$ cat config.mk
export PLATFORM = sky130hd
export DESIGN_NAME = fifo_rr_arb
export DESIGN_NICKNAME = d
export VERILOG_FILES = /design/src/rtl/fifo_arb_pkg.sv /design/src/rtl/arb_queue.sv /design/src/rtl/fifo_rr_arb.sv
export SDC_FILE = /design/constraint.sdc
export NUM_CORES = 1
export LEC_CHECK = 0
export CORE_AREA = 2 2 208 262
export CTS_CLUSTER_DIAMETER = 60
export DETAILED_ROUTE_END_ITERATION = 8
export DIE_AREA = 0 0 210 264
export GPL_ROUTABILITY_DRIVEN = 0
export PLACE_DENSITY = 0.44
export SLEW_MARGIN = 20
export SYNTH_ARGS = -nofsm -noshare
export SYNTH_HDL_FRONTEND = slang
export SYNTH_HIERARCHICAL = 1
export SYNTH_SLANG_ARGS = --single-unit
$ cat constraint.sdc
create_clock -name clk -period 3.57 [get_ports clk]
set_input_delay 0.8925 -clock clk [delete_from_list [all_inputs] [get_ports clk]]
set_output_delay 0.8925 -clock clk [all_outputs]
set_load 0.02 [all_outputs]
$ cat src/rtl/fifo_arb_pkg.sv
// Shared definitions for the round-robin FIFO arbiter.
//   - Default parameter constants for fifo_rr_arb and arb_queue.
//   - arb_state_e: burst FSM states, used only when ARB_BURST_EN is defined.
package fifo_arb_pkg;

  localparam int unsigned DefWidth = 8;
  localparam int unsigned DefDepth = 8;
  localparam int unsigned DefNreq  = 4;
  localparam int unsigned DefBurst = 4;

  typedef enum logic {
    ROTATE,
    HOLD
  } arb_state_e;

endpackage

$ cat src/rtl/arb_queue.sv
// Single-requester in-order queue with DEPTH entries.
// Ports:
//   clk      rising-edge clock
//   rst      synchronous active-high reset (empties the queue)
//   push     write strobe; dropped when full unless a pop happens in the same cycle
//   pop      read strobe; ignored when empty
//   data_in  write data
//   full     DEPTH entries held (from registered state)
//   empty    no entries held (from registered state)
//   data_out head-of-queue entry
module arb_queue
  import fifo_arb_pkg::*;
#(
  parameter int unsigned WIDTH = DefWidth,
  parameter int unsigned DEPTH = DefDepth
) (
  input  logic             clk,
  input  logic             rst,
  input  logic             push,
  input  logic             pop,
  input  logic [WIDTH-1:0] data_in,
  output logic             full,
  output logic             empty,
  output logic [WIDTH-1:0] data_out
);

  localparam int unsigned AddrW = $clog2(DEPTH);

  logic [WIDTH-1:0] mem_q [DEPTH];
  logic [AddrW-1:0] wr_ptr_q, wr_ptr_d;
  logic [AddrW-1:0] rd_ptr_q, rd_ptr_d;
  logic [AddrW:0]   cnt_q, cnt_d;
  logic             push_ok, pop_ok;

  assign full     = (cnt_q == (AddrW+1)'(DEPTH));
  assign empty    = (cnt_q == '0);
  assign data_out = mem_q[rd_ptr_q];

  // A pop in the same cycle frees the slot, so a push to a full queue is still accepted.
  assign push_ok = push && (!full || pop);
  assign pop_ok  = pop && !empty;

  always_comb begin
    wr_ptr_d = wr_ptr_q;
    rd_ptr_d = rd_ptr_q;
    cnt_d    = cnt_q;
    // Pointers are log2(DEPTH) bits wide, so the increment wraps modulo DEPTH.
    if (push_ok) wr_ptr_d = wr_ptr_q + AddrW'(1);
    if (pop_ok)  rd_ptr_d = rd_ptr_q + AddrW'(1);
    unique case ({push_ok, pop_ok})
      2'b10:   cnt_d = cnt_q + (AddrW+1)'(1);
      2'b01:   cnt_d = cnt_q - (AddrW+1)'(1);
      default: cnt_d = cnt_q;
    endcase
  end

  always_ff @(posedge clk) begin
    if (rst) begin
      wr_ptr_q <= '0;
      rd_ptr_q <= '0;
      cnt_q    <= '0;
    end else begin
      wr_ptr_q <= wr_ptr_d;
      rd_ptr_q <= rd_ptr_d;
      cnt_q    <= cnt_d;
    end
  end

  // Storage needs no reset: occupancy alone decides what is valid.
  always_ff @(posedge clk) begin
    if (!rst && push_ok) mem_q[wr_ptr_q] <= data_in;
  end

endmodule

$ cat src/rtl/fifo_rr_arb.sv
// NREQ per-requester queues merged onto one registered output by round-robin arbitration.
// Ports:
//   clk        rising-edge clock
//   rst        synchronous active-high reset
//   push       per-requester write strobe
//   data_in    requester i data at [i*WIDTH +: WIDTH]
//   full       per-queue full flag
//   out_valid  output register holds a beat
//   out_ready  consumer accepts the beat
//   data_out   granted beat data
//   out_src    index of the requester that supplied data_out
// Compile-time option: define ARB_BURST_EN to let a source keep the grant for up to
// BURST consecutive loads while its queue stays non-empty.
module fifo_rr_arb
  import fifo_arb_pkg::*;
#(
  parameter int unsigned WIDTH = DefWidth,
  parameter int unsigned DEPTH = DefDepth,
  parameter int unsigned NREQ  = DefNreq,
  parameter int unsigned BURST = DefBurst
) (
  input  logic                    clk,
  input  logic                    rst,
  input  logic [NREQ-1:0]         push,
  input  logic [NREQ*WIDTH-1:0]   data_in,
  output logic [NREQ-1:0]         full,
  output logic                    out_valid,
  input  logic                    out_ready,
  output logic [WIDTH-1:0]        data_out,
  output logic [$clog2(NREQ)-1:0] out_src
);

  localparam int unsigned IdxW = $clog2(NREQ);

  if (DEPTH < 2 || (DEPTH & (DEPTH - 1)) != 0) begin : gen_bad_depth
    $error("DEPTH must be a power of two >= 2");
  end
  if (NREQ < 2 || NREQ > 16 || BURST < 1) begin : gen_bad_cfg
    $error("NREQ must be 2..16 and BURST >= 1");
  end

  logic [NREQ-1:0]  q_empty, q_full, q_pop;
  logic [WIDTH-1:0] q_data [NREQ];

  for (genvar i = 0; i < NREQ; i++) begin : gen_q
    arb_queue #(
      .WIDTH(WIDTH),
      .DEPTH(DEPTH)
    ) u_queue (
      .clk     (clk),
      .rst     (rst),
      .push    (push[i]),
      .pop     (q_pop[i]),
      .data_in (data_in[i*WIDTH +: WIDTH]),
      .full    (q_full[i]),
      .empty   (q_empty[i]),
      .data_out(q_data[i])
    );
  end

  assign full = q_full;

  logic             out_valid_q, out_valid_d;
  logic [WIDTH-1:0] data_q, data_d;
  logic [IdxW-1:0]  src_q, src_d;
  logic [IdxW-1:0]  last_q, last_d;
  logic [IdxW-1:0]  rr_sel, sel;
  logic             load, any_ne, do_load;

  assign out_valid = out_valid_q;
  assign data_out  = data_q;
  assign out_src   = src_q;

  assign load    = !out_valid_q || out_ready;
  assign any_ne  = ~&q_empty;
  assign do_load = load && any_ne;

  // First non-empty queue scanning last+1, last+2, ... modulo NREQ.
  always_comb begin
    int unsigned     idx;
    logic [IdxW-1:0] idx_w;
    logic            found;
    rr_sel = '0;
    found  = 1'b0;
    idx    = 0;
    idx_w  = '0;
    for (int unsigned k = 1; k <= NREQ; k++) begin
      idx   = (int'(last_q) + k) % NREQ;
      idx_w = IdxW'(idx);
      if (!found && !q_empty[idx_w]) begin
        rr_sel = idx_w;
        found  = 1'b1;
      end
    end
  end

`ifdef ARB_BURST_EN
  localparam int unsigned CntW = $clog2(BURST + 1);

  arb_state_e      state_q, state_d;
  logic [CntW-1:0] cnt_q, cnt_d, cnt_inc;
  logic            hold_ok;

  assign hold_ok = (state_q == HOLD) && !q_empty[last_q] && (cnt_q < CntW'(BURST));
  assign sel     = hold_ok ? last_q : rr_sel;
  assign cnt_inc = cnt_q + CntW'(1);

  always_comb begin
    state_d = state_q;
    cnt_d   = cnt_q;
    if (do_load) begin
      if (hold_ok) begin
        cnt_d   = cnt_inc;
        state_d = (cnt_inc < CntW'(BURST)) ? HOLD : ROTATE;
      end else begin
        cnt_d   = CntW'(1);
        state_d = (BURST > 1) ? HOLD : ROTATE;
      end
    end else if (load) begin
      // Load opportunity with nothing queued ends any burst in progress.
      cnt_d   = '0;
      state_d = ROTATE;
    end
  end
`else
  assign sel = rr_sel;
`endif

  always_comb begin
    out_valid_d = out_valid_q;
    data_d      = data_q;
    src_d       = src_q;
    last_d      = last_q;
    q_pop       = '0;
    if (load) begin
      out_valid_d = any_ne;
      if (any_ne) begin
        data_d = q_data[sel];
        src_d  = sel;
        last_d = sel;
        q_pop  = NREQ'(1) << sel;
      end
    end
  end

  always_ff @(posedge clk) begin
    if (rst) begin
      out_valid_q <= 1'b0;
      data_q      <= '0;
      src_q       <= '0;
      last_q      <= IdxW'(NREQ - 1);
`ifdef ARB_BURST_EN
      state_q     <= ROTATE;
      cnt_q       <= '0;
`endif
    end else begin
      out_valid_q <= out_valid_d;
      data_q      <= data_d;
      src_q       <= src_d;
      last_q      <= last_d;
`ifdef ARB_BURST_EN
      state_q     <= state_d;
      cnt_q       <= cnt_d;
`endif
    end
  end

endmodule

==> flow_summary.yaml, run 1 <==
status:
  status: "completed"
clock_network:
  cts_buffer_depth: 3
  cts_hold_buf: 0
  cts_tree: "built"
  h-tree-depth: 2
  clk_latency_ps: 540
  clock-sinks: 321
  clk_transition_reported_paths_ps: 50
  cts_buffers: 38
  ctsRootBufferMaster: "clkbuf_16"
floorplanning:
  die_area_mm2: 0.0554
  core_area_mm2: 0.0531
  rows: 95
  boundaryPins: 54
  die_x_um: 210
  initial_core_util_pct: 24.7
  die_h_um: 264
worst_setup_path:
  crit_family: "simple AND/OR/NAND/NOR gates"
  arrival_ps: 3840
  worst-path-stages: 15
  crit_type: "register to register"
  crit_slowest_cell: "or4_1"
  crit_fanout: 5
  cp-start-kind: "register"
  critPathCaptureType: "register"
  setup.worst_path.start: "gen_q[0].u_queue/cnt_q[2]"
  crit_chain: "nor4_2 > buf_4 > and3b_1 > a31oi_1 > nand3_1 > buf_4 > nor2_1 > buf_4 > o41a_1 > ha_1 > ha_1 > a21oi_1 > a21oi_1 > or4_1 > a21oi_1"
  reg2reg_from: "gen_q[0].u_queue/cnt_q[2]"
  reg2reg_to: "gen_q[2].u_queue/cnt_q[3]"
  reg2reg_depth: 15
  worst_ep_required_time_ps: 4030
  r2r_slack_ps: 190
  timing.critical_path.buf_inv: 3
  cpPeakStageDelay_ps: 460
finish:
  multiInputGateArea_mm2: 0.00397
  diodes: 0
  layout.nets: 991
  syn2layout_area_growth_pct: 25.0
  drive_gt1_share_pct: 29.4
  final-seq-area_mm2: 0.00899
  n_fill_cell: 5184
  fin_cells: 1636
grt:
  grt_max_degree: 44
  grt_remaining_overflow: 0
  grt_first_pass_wirelength_um: 46100
  antenna_found_initial: 0
  first_global_vias: 7419
  track_usage_pct: 11.1
sta:
  setup_viol: 0
  finalCritPeriodShare_pct: 94.7
  fin_skew_ps: 17.0
  drv_slew: 0
  period_minus_slack_ps: 3380
  tightestPinTransition_ps: 860
  max_freq_ghz: 0.296
  finalHoldViolations: 0
  maxSlewHeadroom_pct: 42.6
  rsz0062_at_grt: "true"
power_and_ir_drop:
  vdd_drop_max_mv: 0.319
  fin_total_pwr_mw: 11.8
  power.leakage_nw: 5.50
  pwr_density_cell_mw_per_mm2: 718
place:
  hpwl_um: 20100
  io_buffers: 53
  dp.cells: 1565
synth:
  yosys.area.top_type: "edfxtp_1"
  synth.most_common_cell: "edfxtp_1"
  synth_area_per_cell_um2: 17.1
  synthFlopType: "edfxtp_1"
  synth_area_leaders: "edfxtp_1, mux4_2, dfxtp_1, mux2_2, nor2_1"
  synth-seq-cells: 321
  ys_seq_area_share_pct: 68.5
  synthTopCellsByCount: "edfxtp_1, nor2_1, dfxtp_1, mux4_2, mux2_2"
  syn-num-nets: 831
  synth_cells: 768
  synth_top_area_share_pct: 58.6
  synth_edf_count: 256
  ys_types: 49
  synth_warnings: 6
  async_reset_ff_share_pct: 0
  syn_area_mm2: 0.0131
route:
  drc: 0
  detail_route.wirelength_um: 30200
  wl_per_cell_um: 18.4
  ant_nets: 0
  drtPass1Iterations: 5
  vias_per_cell: 4.35
  vias: 7115
  drt-initial-drc-count: 301
hold_path:
  holdPathStages: 2
  whs_endpoint: "out_src[1]"
  hp-class: "register to register"
  min-delay-start: "out_src[1]"
flow_run:
  cap_violations: 0
## worst max-delay path by stage
stage,endpoint,slack [ps]
finish,gen_q[2].u_queue/cnt_q[3],190
CTS,gen_q[1].u_queue/cnt_q[3],170
global route,gen_q[3].u_queue/cnt_q[3],-80
floorplan,gen_q[0].u_queue/mem_q[4][0],40
detailed placement,gen_q[1].u_queue/cnt_q[3],-370
global placement,gen_q[0].u_queue/cnt_q[3],-310
## power by group
| part | leakage [nW] | switching [mW] | internal (mW) |
|---|---|---|---|
| clock | 0.610 | 1.52 | 2.35 |
| combinational | 2.04 | 1.74 | 1.61 |
| sequential | 2.84 | 0.264 | 4.28 |
| total | 5.50 | 3.53 | 8.24 |
## cell families (layout without fill, tap and decap cells)
family                     count (synthesis)  in the layout  synth area share (%)
AOI/OAI and AO/OA                         73             73                  4.22
and+or+nand+nor                          162            162                  6.20
xor gates and xnor gates                  24             24                  1.60
DFF                                      321            321                  68.5
buffers and inverters                     52            241                  1.98
muxes                                    112            112                  15.0
adders and majority gates                 24             24                  2.52
## metrics by stage
stage                     hold WS (ps)  util, %  setup WS, ps  TNS (ps)  area [µm²]
after floorplan                    468        -          42.9         0       13100
after global placement             490     28.5          -305     -2100       15100
after detailed placement           483     28.5          -372     -3270       15100
after CTS                          492     30.8           171         0       16400
after global routing               527     30.9         -78.9      -134       16400
final                              482     30.9           189         0       16400
## routing by layer
metal / GRT usage [%] / wire (µm) / vias to the layer above / share of wire [%]
met3: 2.45 / 1520 / 43 / 5.0
met4: 3.32 / 639 / 0 / 2.1
met5: 0 / 0 / - / 0
li1: - / - / 3348 / -
met2: 18.4 / 14700 / 118 / 49
met1: 14.6 / 13300 / 3606 / 44
## worst reg2reg max path, stage by stage, from the launching register on
cell     delay, ps
dfxtp_1        370
nor4_2         270
buf_4          180
and3b_1        180
a31oi_1        210
nand3_1        180
buf_4          170
nor2_1          90
buf_4          150
o41a_1         170
ha_1           190
ha_1           260
a21oi_1        200
a21oi_1        110
or4_1          460
a21oi_1        140
## layout make-up
cell class              instances  area share (%)
repair buffers                151            7.69
well taps                     679            5.18
multi-input cells             395            24.2
clock buffers                  50            6.33
flip-flops and latches        321            54.8
inverters                      21           0.481
clock inverters                19            1.29
## state kept, by name, summed over array words and instances (netlist names), named ones only
| signal | count |
|---|---|
| out_valid | 1 |
| data_out | 8 |
| gen_q.u_queue/cnt_q | 16 |
| out_src | 2 |
| gen_q.u_queue/mem_q | 256 |
| gen_q.u_queue/wr_ptr_q | 12 |
| last_q | 2 |
| gen_q.u_queue/rd_ptr_q | 12 |
## timing repair
| item | CTS | global route |
|---|---|---|
| setup endpoints to repair | 0 | 3 |
| setup buffers | 0 | 2 |
| gates resized for setup | 0 | 2 |
## placed cells by master, fill, tap and decap left out, types with 5 or more instances in the layout
| cell | n |
|---|---|
| mux2_2 | 32 |
| nor3_1 | 13 |
| clkdlybuf4s50_1 | 52 |
| xnor2_1 | 8 |
| clkinv_2 | 5 |
| nand3b_1 | 5 |
| xor2_1 | 16 |
| inv_1 | 21 |
| buf_4 | 98 |
| ha_1 | 20 |
| a221oi_1 | 8 |
| nand2_1 | 21 |
| mux4_2 | 64 |
| o21bai_1 | 9 |
| nor2_1 | 75 |
| nand2b_1 | 5 |
| mux2i_1 | 16 |
| dfxtp_1 | 65 |
| clkbuf_16 | 39 |
| a211oi_1 | 8 |
| nand3_1 | 5 |
| a21oi_1 | 23 |
| nor4_2 | 11 |
| edfxtp_1 | 256 |
| clkbuf_1 | 9 |
Note: power is estimated with default switching activity, not from simulation.
==> run 2: changes to the inputs <==
--- a/config.mk
+++ b/config.mk
@@ -5,12 +5,14 @@
 export SDC_FILE = /design/constraint.sdc
 export NUM_CORES = 1
 export LEC_CHECK = 0
+export CELL_PAD_IN_SITES_DETAIL_PLACEMENT = 2
+export CELL_PAD_IN_SITES_GLOBAL_PLACEMENT = 2
 export CORE_AREA = 2 2 208 262
 export CTS_CLUSTER_DIAMETER = 60
 export DETAILED_ROUTE_END_ITERATION = 8
 export DIE_AREA = 0 0 210 264
 export GPL_ROUTABILITY_DRIVEN = 0
-export PLACE_DENSITY = 0.44
+export PLACE_DENSITY = 0.53
 export SLEW_MARGIN = 20
 export SYNTH_ARGS = -nofsm -noshare
 export SYNTH_HDL_FRONTEND = slang
==> run 2 against run 1 <==
  * Global-route usage is 1.4 points higher
  * Non-clock buffer count is 7 lower
  * Setup slack better by 5.3 ps
==> flow_summary.yaml, run 2 (synthesis gave the netlist of run 1 again) <==
finish:
  final-seq-area_mm2: 0.00899
  regMostFlops: "gen_q.u_queue/mem_q"
  final_common_cell: "edfxtp_1"
  multiInputGateArea_mm2: 0.00399
  drive_gt1_share_pct: 28.7
  largest_register_ffs: 256
  final_cell_mix: "edfxtp_1, buf_4, nor2_1"
  reg_top3: "gen_q.u_queue/mem_q: 256 flops, gen_q.u_queue/cnt_q: 16 flops"
  syn2layout_area_growth_pct: 24.2
  n_fill_cell: 5368
  layout.nets: 984
  diodes: 0
  fin_cells: 1629
floorplanning:
  boundaryPins: 54
  die_h_um: 264
  rows: 95
  die_area_mm2: 0.0554
  core_area_mm2: 0.0531
  die_x_um: 210
  initial_core_util_pct: 24.7
worst_setup_path:
  cp_common_cell: "a21oi_1"
  timing.critical_path.buf_inv: 2
  crit_slowest_cell: "or4_1"
  crit_family: "compound AO/OA/AOI/OAI gates"
  crit_type: "register to register"
  cpPeakStageDelay_ps: 480
  crit_chain: "nor4_2 > buf_4 > nor2b_4 > o31a_1 > a21oi_1 > buf_4 > and2_1 > o41a_1 > ha_1 > ha_1 > a21oi_2 > a21oi_1 > or4_1 > a21oi_1"
  worst_ep_required_time_ps: 4050
  arrival_ps: 3860
  crit_fanout: 5
  cp-start-kind: "register"
  critPathCaptureType: "register"
route:
  ant_nets: 0
  drtPass1Iterations: 4
  drt-initial-drc-count: 314
  vias_per_cell: 4.45
  wl_per_cell_um: 20.4
  vias: 7253
  detail_route.wirelength_um: 33200
  drc: 0
clock_network:
  cts_hold_buf: 0
  clock-sinks: 321
  cts_tree: "built"
  ctsRootBufferMaster: "clkbuf_16"
  cts_buffers: 38
  clk_latency_ps: 540
  cts_buffer_depth: 3
  clk_transition_reported_paths_ps: 60
  h-tree-depth: 2
sta:
  maxSlewHeadroom_pct: 48.0
  period_minus_slack_ps: 3380
  max_freq_ghz: 0.296
  finalHoldViolations: 0
  setup_viol: 0
  tightestPinTransition_ps: 781
  drv_slew: 0
  fin_skew_ps: 15.6
  finalCritPeriodShare_pct: 94.6
grt:
  antenna_found_initial: 1
  grt_first_pass_wirelength_um: 51600
  grt_max_degree: 38
  track_usage_pct: 12.5
  grt_remaining_overflow: 0
  first_global_vias: 8290
place:
  hpwl_um: 22500
  dp.cells: 1558
  io_buffers: 53
power_and_ir_drop:
  pwr_density_cell_mw_per_mm2: 721
  vdd_drop_max_mv: 0.328
  fin_total_pwr_mw: 11.8
  power.leakage_nw: 5.43
hold_path:
  hp-class: "register to register"
flow_run:
  cap_violations: 0
status:
  status: "completed"
-- run 2: worst register-to-register path, cell delays in order (launching register included) --
cell     delay, ps
dfxtp_1        370
nor4_2         280
buf_4          190
nor2b_4         40
o31a_1         260
a21oi_1        170
buf_4          160
and2_1         240
o41a_1         220
ha_1           180
ha_1           280
a21oi_2        180
a21oi_1        100
or4_1          480
a21oi_1        150
-- run 2: through the flow --
step,setup slack [ps],utilization [%],hold slack [ps],instance area (µm²),TNS (ps)
finish,194,30.7,516,16300,0
global placement,-214,28.3,503,15000,-766
detailed placement,-372,28.3,510,15000,-2030
global route,-5.77,30.7,537,16300,-7.21
CTS,-3.45,30.5,517,16200,-3.45
floorplan,42.9,-,468,13100,0
-- run 2: worst paths after layout --
kind	from	end	slack, ps	cells after the start
hold / removal	out_src[1]	out_src[1]	520	2
setup / recovery	gen_q[3].u_queue/cnt_q[2]	gen_q[1].u_queue/cnt_q[3]	190	14
setup reg to reg	gen_q[3].u_queue/cnt_q[2]	gen_q[1].u_queue/cnt_q[3]	190	14
hold reg to reg	out_src[1]	out_src[1]	520	2
-- run 2: layout make-up --
| type | instances | share of cell area, % |
|---|---|---|
| sequential | 321 | 55.2 |
| clock inverter | 14 | 0.607 |
| tap | 679 | 5.21 |
| multi-input combinational | 395 | 24.5 |
| timing repair buffer | 144 | 7.42 |
| inverter | 21 | 0.484 |
| clock buffer | 55 | 6.62 |
-- run 2: timing repair --
item | in CTS | in global routing
setup buffers | 0 | 2
setup endpoints to repair | 1 | 5
pin swaps | 0 | 3
gates resized for setup | 0 | 11
-- run 2: routing by layer --
metal,global-route usage (%),wire length [µm],share of wire [%],vias up
li1,-,-,-,3313
met1,14.9,14100,43,3804
met4,3.78,730,2.2,2
met3,2.43,976,2.9,48
met5,0,13,0.039,-
met2,22.6,17400,52,86
-- run 2: power by group --
part	total, mW	internal [mW]	switching, mW
registers	4.52	4.28	0.241
clock network	3.68	2.17	1.51
logic	3.55	1.65	1.89
total	11.8	8.11	3.64
